[config.mk]
export PLATFORM = sky130hd
export DESIGN_NAME = i2s_stereo_xcvr
export DESIGN_NICKNAME = d
export VERILOG_FILES = /design/src/rtl/i2s_stereo_xcvr.sv
export SDC_FILE = /design/constraint.sdc
export NUM_CORES = 1
export LEC_CHECK = 0
export CAP_MARGIN = 0
export CORE_AREA = 2 2 104 106
export DETAILED_ROUTE_END_ITERATION = 8
export DIE_AREA = 0 0 106 108
export HOLD_SLACK_MARGIN = 0.05
export PLACE_DENSITY = 0.83
export SLEW_MARGIN = 20
export SYNTH_ARGS = -nofsm -noshare
export SYNTH_HDL_FRONTEND = slang
export SYNTH_SLANG_ARGS = --single-unit
[constraint.sdc]
create_clock -name clk -period 6.9 [get_ports clk]
set_clock_uncertainty 0.15 [all_clocks]
set_input_delay 1.38 -clock clk [delete_from_list [all_inputs] [get_ports clk]]
set_output_delay 1.38 -clock clk [all_outputs]
set_load 0.01 [all_outputs]
[src/rtl/i2s_stereo_xcvr.sv]
// i2s_stereo_xcvr: single-clock I2S slave transceiver. BCLK/LRCK/ADCDAT are
// oversampled in the clk domain. ADC slots are deserialised into {left, right}
// frames, and {left, right} frames are serialised onto DACDAT.
module i2s_stereo_xcvr #(
    parameter int DATA_W = 16
) (
    input  logic                  clk,
    input  logic                  rst_n,
    input  logic                  en,
    input  logic                  clr_status,
    input  logic                  aud_bclk,
    input  logic                  aud_lrck,
    input  logic                  aud_adcdat,
    output logic                  aud_dacdat,
    output logic [2*DATA_W-1:0]   rx_data,
    output logic                  rx_valid,
    input  logic                  rx_ready,
    input  logic [2*DATA_W-1:0]   tx_data,
    input  logic                  tx_valid,
    output logic                  tx_ready,
    output logic                  overrun,
    output logic                  underrun,
    output logic                  active
);

    localparam int CNT_W = $clog2(DATA_W + 1);

    typedef enum logic [1:0] {IDLE, SYNC, RUN} state_t;

    state_t                state_q, state_d;
    logic [2:0]            bclk_q, bclk_d;
    logic [1:0]            lrck_q, lrck_d;
    logic [1:0]            adc_q, adc_d;
    logic                  lrck_prev_q, lrck_prev_d;
    logic [CNT_W-1:0]      rx_cnt_q, rx_cnt_d;
    logic [DATA_W-1:0]     rx_word_q, rx_word_d;
    logic [DATA_W-1:0]     rx_left_q, rx_left_d;
    logic [2*DATA_W-1:0]   rx_data_q, rx_data_d;
    logic                  rx_valid_q, rx_valid_d;
    logic                  overrun_q, overrun_d;
    logic                  underrun_q, underrun_d;
    logic [2*DATA_W-1:0]   tx_buf_q, tx_buf_d;
    logic                  tx_full_q, tx_full_d;
    logic [2*DATA_W-1:0]   tx_frame_q, tx_frame_d;
    logic [DATA_W-1:0]     tx_shift_q, tx_shift_d;
    logic                  dacdat_q, dacdat_d;

    logic                  bclk_rise, bclk_fall, lrck_s, adc_s;
    logic                  bnd, left_bnd, run_act;
    logic                  rx_has_room;
    logic [DATA_W-1:0]     rx_ins, word_done;

    // OR a serial bit into a word at position pos counted from the MSB.
    function automatic logic [DATA_W-1:0] place_bit(input logic [DATA_W-1:0] w,
                                                    input logic b,
                                                    input logic [CNT_W-1:0] pos);
        return w | ({b, {(DATA_W-1){1'b0}}} >> pos);
    endfunction

    assign bclk_rise   = bclk_q[1] & ~bclk_q[2];
    assign bclk_fall   = ~bclk_q[1] & bclk_q[2];
    assign lrck_s      = lrck_q[1];
    assign adc_s       = adc_q[1];
    assign bnd         = bclk_rise && (lrck_s != lrck_prev_q);
    assign left_bnd    = bnd && !lrck_s;
    assign run_act     = (state_q == RUN) && en;
    assign rx_has_room = rx_cnt_q < CNT_W'(DATA_W);
    assign rx_ins      = place_bit(rx_word_q, adc_s, rx_cnt_q);
    assign word_done   = rx_has_room ? rx_ins : rx_word_q;

    // Pin synchronisers; the third BCLK stage feeds the edge detectors.
    always_comb begin
        bclk_d = {bclk_q[1:0], aud_bclk};
        lrck_d = {lrck_q[0], aud_lrck};
        adc_d  = {adc_q[0], aud_adcdat};
    end

    // Framing FSM: wait for a left boundary before running, drop out on en low.
    always_comb begin
        state_d = state_q;
        unique case (state_q)
            IDLE:    if (en) state_d = SYNC;
            SYNC:    if (!en) state_d = IDLE; else if (left_bnd) state_d = RUN;
            RUN:     if (!en) state_d = IDLE;
            default: state_d = IDLE;
        endcase
    end

    // RX capture/publish, TX buffer/shifter and sticky status next-state.
    always_comb begin
        lrck_prev_d = bclk_rise ? lrck_s : lrck_prev_q;
        rx_cnt_d    = rx_cnt_q;
        rx_word_d   = rx_word_q;
        rx_left_d   = rx_left_q;
        rx_data_d   = rx_data_q;
        rx_valid_d  = rx_valid_q;
        overrun_d   = overrun_q;
        underrun_d  = underrun_q;
        tx_buf_d    = tx_buf_q;
        tx_full_d   = tx_full_q;
        tx_frame_d  = tx_frame_q;
        tx_shift_d  = tx_shift_q;
        dacdat_d    = dacdat_q;

        // Clear first so that a same-cycle set event wins.
        if (clr_status) begin
            overrun_d  = 1'b0;
            underrun_d = 1'b0;
        end
        if (rx_valid_q && rx_ready) rx_valid_d = 1'b0;

        if (!run_act) begin
            rx_cnt_d   = '0;
            rx_word_d  = '0;
            tx_shift_d = '0;
            dacdat_d   = 1'b0;
        end else begin
            if (bnd) begin
                rx_cnt_d  = '0;
                rx_word_d = '0;
                if (lrck_s) begin
                    rx_left_d  = word_done;
                    tx_shift_d = tx_frame_q[DATA_W-1:0];
                end else begin
                    if (!rx_valid_q || rx_ready) begin
                        rx_data_d  = {rx_left_q, word_done};
                        rx_valid_d = 1'b1;
                    end else begin
                        overrun_d = 1'b1;
                    end
                    if (tx_full_q) begin
                        tx_frame_d = tx_buf_q;
                        tx_shift_d = tx_buf_q[2*DATA_W-1:DATA_W];
                        tx_full_d  = 1'b0;
                    end else begin
                        tx_frame_d = '0;
                        tx_shift_d = '0;
                        underrun_d = 1'b1;
                    end
                end
            end else if (bclk_rise && rx_has_room) begin
                rx_word_d = rx_ins;
                rx_cnt_d  = rx_cnt_q + CNT_W'(1);
            end
            if (bclk_fall) begin
                dacdat_d   = tx_shift_q[DATA_W-1];
                tx_shift_d = {tx_shift_q[DATA_W-2:0], 1'b0};
            end
        end

        // The buffer test uses the registered full flag, so a frame offered
        // while the buffer is empty is always taken, even on a boundary.
        if (tx_valid && !tx_full_q) begin
            tx_buf_d  = tx_data;
            tx_full_d = 1'b1;
        end
    end

    // Control state and outputs with asynchronous reset.
    always_ff @(posedge clk or negedge rst_n) begin
        if (!rst_n) begin
            state_q     <= IDLE;
            bclk_q      <= '0;
            lrck_q      <= '0;
            adc_q       <= '0;
            lrck_prev_q <= 1'b0;
            rx_cnt_q    <= '0;
            rx_data_q   <= '0;
            rx_valid_q  <= 1'b0;
            overrun_q   <= 1'b0;
            underrun_q  <= 1'b0;
            tx_full_q   <= 1'b0;
            dacdat_q    <= 1'b0;
        end else begin
            state_q     <= state_d;
            bclk_q      <= bclk_d;
            lrck_q      <= lrck_d;
            adc_q       <= adc_d;
            lrck_prev_q <= lrck_prev_d;
            rx_cnt_q    <= rx_cnt_d;
            rx_data_q   <= rx_data_d;
            rx_valid_q  <= rx_valid_d;
            overrun_q   <= overrun_d;
            underrun_q  <= underrun_d;
            tx_full_q   <= tx_full_d;
            dacdat_q    <= dacdat_d;
        end
    end

    // Data-only registers; their contents are qualified by the control state.
    always_ff @(posedge clk) begin
        rx_word_q  <= rx_word_d;
        rx_left_q  <= rx_left_d;
        tx_buf_q   <= tx_buf_d;
        tx_frame_q <= tx_frame_d;
        tx_shift_q <= tx_shift_d;
    end

    assign aud_dacdat = dacdat_q;
    assign rx_data    = rx_data_q;
    assign rx_valid   = rx_valid_q;
    assign tx_ready   = !tx_full_q;
    assign overrun    = overrun_q;
    assign underrun   = underrun_q;
    assign active     = (state_q == RUN);

endmodule

Yosys cells after proc, flatten, opt, wreduce, memory -nomap -nowiden
Index checks and enable logic that the tools add are counted.
{"block": "word_totals", "out_inout_bits": 38, "in_bits": 41, "ff_bits": 148, "elab_cells": 92}
{"block": "op_classes", "reduce_logical": 21, "addsub": 1, "magnitude_cmp": 1, "muxes": 34, "n_eq_ne": 9, "n_bitwise": 7, "n_shift": 1}
{"operator": "16-bit two-way mux", "count": 5}
{"operator": "1-bit two-way mux", "count": 21}
{"operator": "16-bit bitwise OR", "count": 1}
{"operator": "16-bit by 5-bit >> shifter with 16-bit output", "count": 1}
{"operator": "5-bit two-way mux", "count": 3}
{"operator": "3-bit AND reduction", "count": 4}
{"operator": "2-bit two-way mux", "count": 4}
{"operator": "1-bit logical AND", "count": 6}
{"operator": "2-bit inequality test, second input constant", "count": 3}
{"operator": "2-bit one-hot mux with 3 select lines", "count": 1}
{"operator": "2-bit nonzero test", "count": 3}
{"operator": "5-bit by 1-bit adder with 5-bit output, second input constant", "count": 1}
{"operator": "5-bit less-than comparator, second input constant", "count": 1}
{"operator": "1-bit inverter", "count": 4}
{"operator": "4-bit AND reduction", "count": 1}
{"operator": "2-bit OR reduction", "count": 2}
{"operator": "1-bit logical NOT", "count": 3}
{"operator": "3-bit by 2-bit inequality test with 1-bit output, second input constant", "count": 1}
{"operator": "3-bit inequality test, second input constant", "count": 1}
{"operator": "1-bit AND", "count": 2}
{"operator": "2-bit by 1-bit == test with 1-bit output, second input constant", "count": 1}
{"operator": "2-bit == test, second input constant", "count": 1}
{"operator": "2-bit logical NOT", "count": 1}
{"operator": "2-bit by 1-bit inequality test with 1-bit output, second input constant", "count": 1}
{"operator": "other kinds (2)", "count": 2}

Longest topological paths before layout
{"block": "depth", "word_depth": 7, "depth_mapped": 6, "mapped_depth_nobuf": 4}

Worst setup path before layout
No wires, ideal clock.
{"block": "synth_path", "kind": "input -> register", "start": "input port en", "end": "register rx_left_q[0], enable pin", "cell_stages": 2, "required_ns": 6.314, "setup_slack_ns": 2.907, "n_path_buf": 0, "arrival_ns": 3.407, "setup_time_ns": 0.436, "cell_sequence": "nand3b_1 nor4b_1"}
{"block": "synth_between", "elab_chain_cells": 2}
{"element": "from (decl)", "line": "9", "source": "input logic en,"}
{"element": "1-bit logical AND", "line": "66", "source": "assign run_act = (state_q == RUN) && en;"}
{"element": "3-bit AND reduction (no line)"}
{"element": "to (signal assigned)", "line": "193", "source": "rx_left_q <= rx_left_d;"}
{"element": "to (decl)", "line": "37", "source": "logic [DATA_W-1:0] rx_left_q, rx_left_d;"}
No other way between the ends.
A chain may end at the register's enable or synchronous reset.

Worst setup path in the final report
{"block": "layout_path", "start": "register tx_full_q", "end": "output port tx_ready"}
{"block": "layout_between", "elab_chain_cells": 1}
{"element": "from (decl)", "line": "43", "source": "logic tx_full_q, tx_full_d;"}
{"element": "from (signal assigned)", "line": "185", "source": "tx_full_q <= tx_full_d;"}
{"element": "1-bit logical NOT", "line": "202", "source": "assign tx_ready = !tx_full_q;"}
{"element": "to (decl)", "line": "20", "source": "output logic tx_ready,"}
No other way between the ends.

==> results.md <==
- DRC Markers: 0
- Kind of critical path: register to output pin
- Worst-skew pair later-pin latency: approximately 520 ps
- Register area share after synthesis: 0.652
- Slew of the pin with the lowest slew margin: 963 ps
- Fin. Hold Viols: 0
- Flop pwr share: 0.495
- FF-to-FF Start: lrck_q[1]
- Die area: ~11000 um2
- # H-tree levels: 4
- Sw Pwr: ~0.00044 W
- Post-Synth Adder-Cell Area: 0.00211
- Distinct cells, synth: 40
- Hold depth: 0
- Synth-to-layout area growth: 23.9%
- Status: complete, no violations
- CP Capture Type: output pin
- Commonest non-fill, non-tap cell in the layout: clkdlybuf4s50_1
- Initial core utilization: 0.579
- Clk pwr share: 0.464
- Final period util: 0.523
- TritonCTS clock tree: yes
- Slowest cell delay on critical path: 940 ps
- Gpl congestion: 0.776
- Synth Instances: 438
- Minimum clock period: roughly 3600 ps
- Clk sink count: 148
- Initial antenna violation count: 0
- Leading area contributor after synthesis: edfxtp_1
- Cell area after synthesis: around 6000 um2
- Via total after detailed routing: 3716
- Root Driver: clkbuf_8
- Crit-path max FO: 36
- Final setup vio count: 0
- Int Power: 0.00146 W
- GRT overflow: 0
- CTS buffer count: 17
- Vias in the first global route: 3673
- Total power: between 0.0015 and 0.002 W
- Antenna diodes: 0
- Final nets: around 550
- DIE HEIGHT: 108 um
- Drt via density: approximately 5.7
- FP Rows: 37
- R2r setup slk: 4340 ps
- Critical-path top delay cell: dfrtp_1
- Top Ports: 79
- Die Wd: approximately 110 um
- PnR worst setup slack: 3290 ps
- CP startpoint kind: register
- Wire per inst: around 16 um
- Area contributors post-synth: edfxtp_1 (32%), dfrtp_1 (22%), dfxtp_1 (11%)
- Yosys reg bits: 148
- Slew HR: 0.358
- Comb pwr share: 0.041
- Warnings, synthesis: 0
- Hpwl dp: about 6.9 mm
- Worst setup path end: tx_ready
- 1st-iter DRT viols: 205
- Core Region: 10200 um2
- Hold-fix buffers, CTS: 0
- Synth Area in XOR/XNOR: 0.00444
- Total negative setup slack: 0 ps
- Cells along the critical path: inv_1 > clkdlybuf4s50_1
- DP Worst Slack: between 3000 and 4000 ps
- Routed Antenna Nets: 0
- Post-CTS setup buffer count: 0
- Final instance area: about 7300 um2
- Max-slew violations: 0
- Compound-cell area share of the yosys netlist: 0.113
- Pwr/cell area: 259 nW/um2
- Syn_area_per_cell: 13.5 um2
- Post-cts resize count: 0
- DRT Pass-1 Iters: 4
- Final wirelength: 10.7 mm
- All-layer global routing usage: 0.201
- Synthesized net count: 480
- Main combinational cell family by area after synthesis: simple AND/OR/NAND/NOR gates
- Fmax: between 0.2 and 0.3 GHz
- Port Buf Inserts: between 70 and 80
- Clk slew on worst S/H paths: 70 ps
- Mux cell area share after synthesis: 0.0799
- First-pass GRT wire length: 17.8 mm
- Placed cell area: 6750 um2
- CP Data Required Time: 5370 ps
- Worst flop-to-flop path endpoint: rx_data[5]
- LEAKAGE: about 2.9 nW
- Share of cells above drive strength 1: 0.162
- Sw Share: 0.231
- Hold Crit Class: register to register
- RSZ-0062 raised after global routing: no
- Simple-gate share of the synthesized area: 0.114
- CP startpoint: tx_full_q
- Pin count of the biggest net entering global routing: 53
- Worst EP arrival: 2080 ps
- Commonest cells after routing, fill and taps aside: clkdlybuf4s50_1 (77), edfxtp_1 (64), dfrtp_1 (52)
- Peak supply drop: 159 uV
- Max-cap violations: 0
- Clock Path Buffers: 2
- Yosys top cell area share: 0.325
- R2R cell count: 3
==> power by group through the flow <==
stage	registers (W)	clock network (W)	logic [W]
global placement	0.000959	0	0.0000736
detailed placement	0.000960	0	0.0000771
global route	0.000944	0.000940	0.0000856
CTS	0.000942	0.000889	0.0000775
finish	0.000942	0.000883	0.0000771
floorplan	0.000951	0	0.0000457
==> worst min path at each step <==
stage                     startpoint        end  slack, ps
after floorplan             adc_q[0]   adc_q[1]        180
after global placement     lrck_q[0]  lrck_q[1]        180
after detailed placement    adc_q[0]   adc_q[1]        190
after CTS                  bclk_q[0]  bclk_q[1]        200
after global routing        adc_q[0]   adc_q[1]        210
final                       adc_q[0]   adc_q[1]        200
==> sequential cells by signal (all words and copies together), names as in the netlist <==
signal,cells
rx_left_q,16
tx_full_q,1
rx_word_q,16
lrck_prev_q,1
underrun,1
overrun,1
bclk_q,3
rx_data,32
state_q,2
adc_q,2
tx_frame_q,16
lrck_q,2
tx_buf_q,32
tx_shift_q,16
aud_dacdat,1
rx_valid,1
rx_cnt_q,5
==> cell families (layout without fill, tap and decap cells) <==
logic type / Yosys count / after routing
compound gates: 93 / 93
xor+xnor: 3 / 3
fa+ha+maj: 1 / 1
buf+inv: 43 / 123
flops: 148 / 148
mux: 32 / 32
simple gates: 118 / 118
==> Yosys cell counts <==
cell type	count
a221oi_1	1
nand2b_1	5
nor4bb_1	4
nand4_1	1
nor3b_1	1
clkbuf_1	19
and4bb_2	2
buf_1	1
a41oi_1	5
a211o_1	16
nor2_1	21
a22o_1	1
a21o_1	13
o21ai_1	1
a21oi_1	13
nand3b_1	17
xnor2_1	3
inv_1	8
and3b_1	1
and4b_1	2
nand2_1	39
mux2_2	2
ha_1	1
dfrtp_1	52
nor4b_1	2
a31o_2	5
a31oi_1	18
nor2b_1	5
buf_2	11
a21boi_0	1
dfxtp_1	32
and2_1	16
nor4b_2	1
mux2_4	30
buf_6	4
o21ai_0	2
o22ai_1	2
o211ai_1	15
nand3_4	1
edfxtp_1	64
==> area by class of cell <==
cell class                      instances  area (um2)
Clock inverter                         15         159
Sequential cell                       148        3860
Multi-Input combinational cell        247        1880
Clock buffer                           17         414
Inverter                                8        30.0
Timing Repair Buffer                   83         820
Tap cell                              136         170
Fill cell                             675        2900
==> per-stage QoR <==
step	cells	utilization	hold slack, ps
2_1_floorplan	438	-	181
3_3_place_gp	621	0.659	184
3_5_place_dp	622	0.660	186
4_1_cts	654	0.716	199
5_1_grt	654	0.717	207
6_report	654	0.717	198
==> per-layer routing <==
metal | global-route usage | wire, um | vias to the layer above
met1 | 0.243 | 4470 | 1856
met3 | 0.0597 | 416 | 8
met2 | 0.348 | 5710 | 110
met5 | 0 | 0 | -
met4 | 0.0620 | 89 | 0
li1 | - | - | 1742
==> worst max-delay path: cells and delay by family (launching register included) <==
kind / cells / cell delay, ps
flops: 1 / 940
buf+inv: 2 / 600
(Power assumes the default switching activity.)
